## config.mk

```make
export PLATFORM = sky130hd
export DESIGN_NAME = mdu_ex
export DESIGN_NICKNAME = d
export VERILOG_FILES = /design/src/rtl/mips_pkg.sv /design/src/rtl/mdu_iter.sv /design/src/rtl/mdu_ex.sv
export SDC_FILE = /design/constraint.sdc
export NUM_CORES = 1
export LEC_CHECK = 0
export ABC_AREA = 1
export ABC_CLOCK_PERIOD_IN_PS = 6910
export CAP_MARGIN = 5
export CORE_MARGIN = 5
export CORE_UTILIZATION = 26
export CTS_CLUSTER_SIZE = 28
export DETAILED_ROUTE_END_ITERATION = 8
export SLEW_MARGIN = 20
export SYNTH_ARGS = -nofsm -noshare
export SYNTH_HDL_FRONTEND = slang
export SYNTH_SLANG_ARGS = --single-unit
```

## constraint.sdc

```tcl
create_clock -name clk -period 6.91 [get_ports clk]
set_input_delay 0.691 -clock clk [delete_from_list [all_inputs] [get_ports clk]]
set_output_delay 0.691 -clock clk [all_outputs]
set_load 0.03 [all_outputs]
```

## src/rtl/mips_pkg.sv

```systemverilog
// Shared MDU encodings: operation codes and FSM states.
package mips_pkg;

    typedef enum logic [1:0] {
        OP_MULT  = 2'b00,
        OP_MULTU = 2'b01,
        OP_DIV   = 2'b10,
        OP_DIVU  = 2'b11
    } op_t;

    typedef enum logic [1:0] {
        S_IDLE = 2'b00,
        S_CALC = 2'b01,
        S_FIX  = 2'b10
    } state_t;

endpackage

```

## src/rtl/mdu_iter.sv

```systemverilog
// Iterative MDU datapath: one shift-add (multiply) or restoring (divide)
// step per cycle on unsigned magnitudes, plus the iteration counter.
module mdu_iter #(
    parameter int XLEN = 32,
    parameter int CNTW = 5
) (
    input  logic            clk,
    input  logic            rst_n,
    input  logic            load,
    input  logic            step,
    input  logic            is_div,
    input  logic [XLEN-1:0] a_mag,
    input  logic [XLEN-1:0] b_mag,
    output logic [XLEN-1:0] acc_hi,
    output logic [XLEN-1:0] acc_lo,
    output logic            last
);

    logic [XLEN-1:0] b_r;
    logic [CNTW-1:0] cnt;
    logic [XLEN-1:0] hi_n;
    logic [XLEN-1:0] lo_n;
    logic [XLEN:0]   sum;
    logic [XLEN:0]   shifted;
    logic [XLEN+1:0] diff;

    // acc_hi:acc_lo is the running product for multiply, and
    // remainder:dividend/quotient for divide; both start with a in acc_lo.
    always_comb begin
        sum     = {1'b0, acc_hi} + (acc_lo[0] ? {1'b0, b_r} : '0);
        shifted = {acc_hi, acc_lo[XLEN-1]};
        diff    = {1'b0, shifted} - {2'b00, b_r};
        hi_n    = acc_hi;
        lo_n    = acc_lo;
        if (is_div) begin
            if (!diff[XLEN+1]) begin
                hi_n = diff[XLEN-1:0];
                lo_n = {acc_lo[XLEN-2:0], 1'b1};
            end else begin
                hi_n = shifted[XLEN-1:0];
                lo_n = {acc_lo[XLEN-2:0], 1'b0};
            end
        end else begin
            {hi_n, lo_n} = {sum, acc_lo[XLEN-1:1]};
        end
    end

    // Load operands / advance one iteration.
    always_ff @(posedge clk or negedge rst_n) begin
        if (!rst_n) begin
            acc_hi <= '0;
            acc_lo <= '0;
            b_r    <= '0;
            cnt    <= '0;
        end else if (load) begin
            acc_hi <= '0;
            acc_lo <= a_mag;
            b_r    <= b_mag;
            cnt    <= '0;
        end else if (step) begin
            acc_hi <= hi_n;
            acc_lo <= lo_n;
            cnt    <= cnt + 1'b1;
        end
    end

    assign last = (cnt == '1);

endmodule

```

## src/rtl/mdu_ex.sv

```systemverilog
// EX-stage multiply/divide unit: control FSM, sign handling and HI/LO.
module mdu_ex
    import mips_pkg::*;
#(
    parameter int XLEN = 32,
    parameter int CNTW = 5
) (
    input  logic            clk,
    input  logic            rst_n,
    input  logic            start,
    input  logic [1:0]      op,
    input  logic [XLEN-1:0] a,
    input  logic [XLEN-1:0] b,
    input  logic            mthi,
    input  logic            mtlo,
    input  logic [XLEN-1:0] wdata,
    input  logic            rd_hilo,
    input  logic            abort,
    output logic [XLEN-1:0] hi,
    output logic [XLEN-1:0] lo,
    output logic            busy,
    output logic            stall
);

    state_t          state, state_n;
    logic            load, step, fix;
    logic            op_signed, op_div;
    logic            a_neg, b_neg;
    logic [XLEN-1:0] a_mag, b_mag;
    logic            div_r, neg_a_r, neg_b_r, div0_r;
    logic [XLEN-1:0] it_hi, it_lo;
    logic            last;
    logic [2*XLEN-1:0] prod, prod_f;
    logic [XLEN-1:0] fix_hi, fix_lo;

    assign op_signed = (op_t'(op) == OP_MULT) || (op_t'(op) == OP_DIV);
    assign op_div    = (op_t'(op) == OP_DIV)  || (op_t'(op) == OP_DIVU);
    assign a_neg     = op_signed & a[XLEN-1];
    assign b_neg     = op_signed & b[XLEN-1];
    assign a_mag     = a_neg ? -a : a;
    assign b_mag     = b_neg ? -b : b;

    // State register.
    always_ff @(posedge clk or negedge rst_n) begin
        if (!rst_n) state <= S_IDLE;
        else        state <= state_n;
    end

    // Next state and step controls.
    always_comb begin
        state_n = state;
        load    = 1'b0;
        step    = 1'b0;
        fix     = 1'b0;
        if (abort) begin
            state_n = S_IDLE;
        end else begin
            case (state)
                S_IDLE: if (start) begin
                    state_n = S_CALC;
                    load    = 1'b1;
                end
                S_CALC: begin
                    step = 1'b1;
                    if (last) state_n = S_FIX;
                end
                S_FIX: begin
                    fix     = 1'b1;
                    state_n = S_IDLE;
                end
                default: state_n = S_IDLE;
            endcase
        end
    end

    assign busy  = (state != S_IDLE);
    assign stall = busy & (start | rd_hilo | mthi | mtlo);

    // Latch operation kind and sign flags at start.
    always_ff @(posedge clk or negedge rst_n) begin
        if (!rst_n) begin
            div_r   <= 1'b0;
            neg_a_r <= 1'b0;
            neg_b_r <= 1'b0;
            div0_r  <= 1'b0;
        end else if (load) begin
            div_r   <= op_div;
            neg_a_r <= a_neg;
            neg_b_r <= b_neg;
            div0_r  <= (b == '0);
        end
    end

    mdu_iter #(.XLEN(XLEN), .CNTW(CNTW)) u_iter (
        .clk    (clk),
        .rst_n  (rst_n),
        .load   (load),
        .step   (step),
        .is_div (div_r),
        .a_mag  (a_mag),
        .b_mag  (b_mag),
        .acc_hi (it_hi),
        .acc_lo (it_lo),
        .last   (last)
    );

    // Sign correction of the unsigned result. Divide by zero forces an
    // all-ones quotient; the remainder path already yields the dividend.
    always_comb begin
        prod   = {it_hi, it_lo};
        prod_f = (neg_a_r ^ neg_b_r) ? -prod : prod;
        if (div_r) begin
            fix_hi = neg_a_r ? -it_hi : it_hi;
            fix_lo = div0_r ? '1 : ((neg_a_r ^ neg_b_r) ? -it_lo : it_lo);
        end else begin
            fix_hi = prod_f[2*XLEN-1:XLEN];
            fix_lo = prod_f[XLEN-1:0];
        end
    end

    // HI/LO: written by FIX, or by mthi/mtlo when idle and no start wins.
    always_ff @(posedge clk or negedge rst_n) begin
        if (!rst_n) begin
            hi <= '0;
            lo <= '0;
        end else if (fix) begin
            hi <= fix_hi;
            lo <= fix_lo;
        end else if (state == S_IDLE && !abort && !start) begin
            if (mthi) hi <= wdata;
            if (mtlo) lo <= wdata;
        end
    end

endmodule

```

==> summary.md <==
| Metric | Value |
|---|---|
| Synthesized instance count | `2,924` |
| Synth area leader | `dfrtp_1` |
| Post-CTS setup buffer count | `0` |
| Pin count of the biggest net entering global routing | `85` |
| Total Wirelength | `71,150 um` |
| CTS tree | `done` |
| Die ar. | `71,410 um^2` |
| CP top delay family | `simple AND/OR/NAND/NOR gates` |
| Drt wl/cell | `18.16 um` |
| Area delta synth->final | `18.53%` |
| Tmin final | `3152 ps` |
| Syn Area/Cell | `5.883 um^2` |
| # DRC | `0` |
| Max frequency | `0.3173 GHz` |
| Required time of the critical path | `7310 ps` |
| Bufs and invs on worst path | `0` |
| Status | `finished clean` |
| Main synth FF type | `dfrtp_1` |
| Clk_lat worst skew | `470 ps` |
| P_leak | `0.01012 uW` |
| Core ar. | `65,750 um^2` |
| Rel. slew slack | `0.3186` |
| Flops & latches, synth | `171` |
| Post-synth EDFFs | `0` |
| Setup TNS | `0 ps` |
| Via count | `19,530` |
| Number of detailed-route iterations in the first pass | `6` |
| Root Driver | `clkbuf_16` |
| CP dominant cell by count | `nand2_1` |
| Worst-Margin Slew | `1021 ps` |
| Final Hold Viols | `0` |
| Post-Route Skew | `20.51 ps` |
| Crit path largest cell delay | `540 ps` |
| First-pass GRT wire length | `108,600 um` |
| Max H-tree Level | `4` |
| Crit-path slowest cell | `dfrtp_1` |
| Worst setup SP type | `flip-flop` |
| Antenna Nets Post-Route | `0` |
| CP cell instances | `ha_1 -> nand2_1 -> o21bai_1 -> a21oi_1 -> nand2_2 -> nand2_4 -> nand2_4 -> nand2_1 -> o21ai_0 -> nand2_1 -> nand2_1` |
| Synthesized cell area | `17,200 um^2` |
| Initial Util | `0.2617` |
| PD cells | `355.7 nW/um^2` |
| Overall routing resource usage | `0.1931` |
| Hold Path Class | `primary input to async pin` |
| Setup-failing EPs final | `0` |
| Setup ws final | `3758 ps` |
| CP max FO | `38` |
| Number of max-cap violations | `0` |
| Standard-cell rows | `94` |
| WHS | `148.5 ps` |
| Vias in the first global route | `18,050` |
| CTS Buffer Depth | `2` |
| PostCTS Resize Cnt | `0` |
| Die Y | `267.2 um` |
| DRT iter0 DRCs | `1,743` |
| Place WS | `3519 ps` |
| Sink Count | `171` |
| IO Count | `171` |
| Mapped Nets | `3,101` |
| Die Wd | `267.2 um` |
| Post-cts hold buffer count | `0` |
| Grt ovf | `0` |
| Share of layout cells above drive strength 1 | `0.03637` |
| Placer congestion estimate | `0.9742` |
| HPWL Detailed | `57,790 um` |
| Largest cells by area after synthesis | `dfrtp_1 (25%), nand2_1 (21%), inv_1 (9.1%)` |
| Peak supply drop | `0.1994 mV` |
| Worst endpoint data arrival time | `3550 ps` |
| Via density per instance | `4.986` |
| Seq/Total Area, Yosys | `0.2487` |
| Final nets | `3,216` |
| Max Slew Vio Count | `0` |
| TritonCTS Buffers | `17` |
| Ys async rst share | `1.000` |
| RSZ-0062 raised after global routing | `false` |
| Initial antenna violation count | `1` |
| Setup CP Type | `flip-flop to flip-flop` |
| Synth unique cells | `49` |
| Post-synth top area share | `0.2487` |
| Period utilisation layout | `0.4561` |
| Warnings from Yosys | `0` |
| Port bufs | `170` |
| Clock slew at reported path FFs | `90 ps` |
| Worst setup EP type | `flip-flop` |
-- stage by stage --
stage | util | cells | instance area, um^2 | power (uW)
after floorplan | - | 2924 | 17200 | 4622
final | 0.3101 | 3917 | 20390 | 7254
after global placement | 0.3004 | 3884 | 19750 | 6135
after global routing | 0.3101 | 3917 | 20390 | 7827
after detailed placement | 0.3004 | 3884 | 19750 | 6142
after CTS | 0.3101 | 3916 | 20390 | 7208
-- cells in the mapped netlist (3+ instances only) --
cell type and number:
o21ai_0 241, nor3_1 34, and3_1 3, o21ai_1 14, clkbuf_1 60, nand3_2 4, xor2_1 31, nand2_1 950
or2_2 10, nor4_1 10, xnor2_1 13, dfrtp_1 171, nor2_2 6, o21bai_1 17, a21oi_1 113, buf_6 4
nand3b_1 14, buf_2 11, buf_1 16, nor3_2 3, ha_1 70, a22oi_1 10, a31oi_1 11, o31ai_1 4
nor2_1 241, nand4_1 43, o211ai_1 50, nand3_1 300, nand2_4 3, a21boi_0 3, o221ai_1 3, inv_1 416
inv_2 13, nor2_4 3, o22ai_1 4, nand2_2 6
-- routing by layer --
metal	routed length, um	share of wire	track usage	vias up
li1	-	-	-	9695
met1	31520	0.44	0.2647	9076
met2	32780	0.46	0.3149	639
met3	4487	0.063	0.02820	119
met4	2363	0.033	0.06091	0
met5	0	0	0	-
-- power by group --
| group | internal, uW | switching (uW) |
|---|---|---|
| Clock | 503 | 545 |
| Combinational | 1420 | 3030 |
| Sequential | 1260 | 495 |
-- logic make-up after synthesis --
logic type	Yosys count	synth area share
flops	171	0.2487
buf+inv	521	0.1169
fa+ha+maj	72	0.05324
simple gates	1637	0.4034
xor+xnor	44	0.02240
compound gates	479	0.1553
-- area by class of cell --
type	count	area, um^2
clock inverters	15	212.7
well taps	864	1081
inverters	429	1610
diodes	1	2.502
fillers	7306	45350
clock buffers	17	425.4
multi-input cells	2232	10940
flip-flops and latches	171	4280
repair buffers	188	1838
-- registers in the layout (all words and copies together) (netlist names) --
signal         count
hi                32
lo                32
u_iter.acc_hi     32
u_iter.acc_lo     32
u_iter.b_r        32
u_iter.cnt         5
state              2
div0_r             1
div_r              1
neg_a_r            1
neg_b_r            1
-- cells in the final DEF, fill, tap and decap left out, types with 3 or more instances in the layout --
cell type	synthesis	routed
a21boi_0	3	3
a21oi_1	113	113
a22oi_1	10	10
a31oi_1	11	11
and3_1	3	3
buf_4	0	18
clkbuf_16	0	17
clkdlybuf4s50_1	0	169
clkinv_8	0	7
dfrtp_1	171	170
ha_1	70	70
inv_1	416	416
inv_2	13	13
nand2_1	950	950
nand2_2	6	6
nand2_4	3	3
nand3_1	300	298
nand3_2	4	6
nand3b_1	14	14
nand4_1	43	43
nor2_1	241	238
nor2_2	6	8
nor2_4	3	4
nor3_1	34	33
nor3_2	3	4
nor4_1	10	10
o211ai_1	50	50
o21ai_0	241	241
o21ai_1	14	14
o21bai_1	17	17
o221ai_1	3	3
o22ai_1	4	4
o31ai_1	4	4
or2_2	10	10
xnor2_1	13	13
xor2_1	31	31
-- worst reg2reg max path: stages, from the launching register on --
cell	delay, ps
dfrtp_1	540
ha_1	460
nand2_1	140
o21bai_1	370
a21oi_1	170
nand2_2	140
nand2_4	100
nand2_4	420
nand2_1	90
o21ai_0	490
nand2_1	100
nand2_1	80
-- worst paths after layout --
kind | start | endpoint | slack, ps | cells past startpoint
max in group asynchronous | rst_n | div_r$_DFFE_PN0P_ | 5390 | 2
max | u_iter.acc_hi[11]$_DFFE_PN0P_ | u_iter.acc_hi[26]$_DFFE_PN0P_ | 3760 | 11
min | rst_n | lo[2]$_DFFE_PN0P_ | 150 | 1
max reg2reg | u_iter.acc_hi[11]$_DFFE_PN0P_ | u_iter.acc_hi[26]$_DFFE_PN0P_ | 3760 | 11
min reg2reg | u_iter.cnt[2]$_DFFE_PN0P_ | u_iter.cnt[2]$_DFFE_PN0P_ | 500 | 1
min in group clk | u_iter.cnt[2]$_DFFE_PN0P_ | u_iter.cnt[2]$_DFFE_PN0P_ | 500 | 1
(Power assumes the default switching activity.)
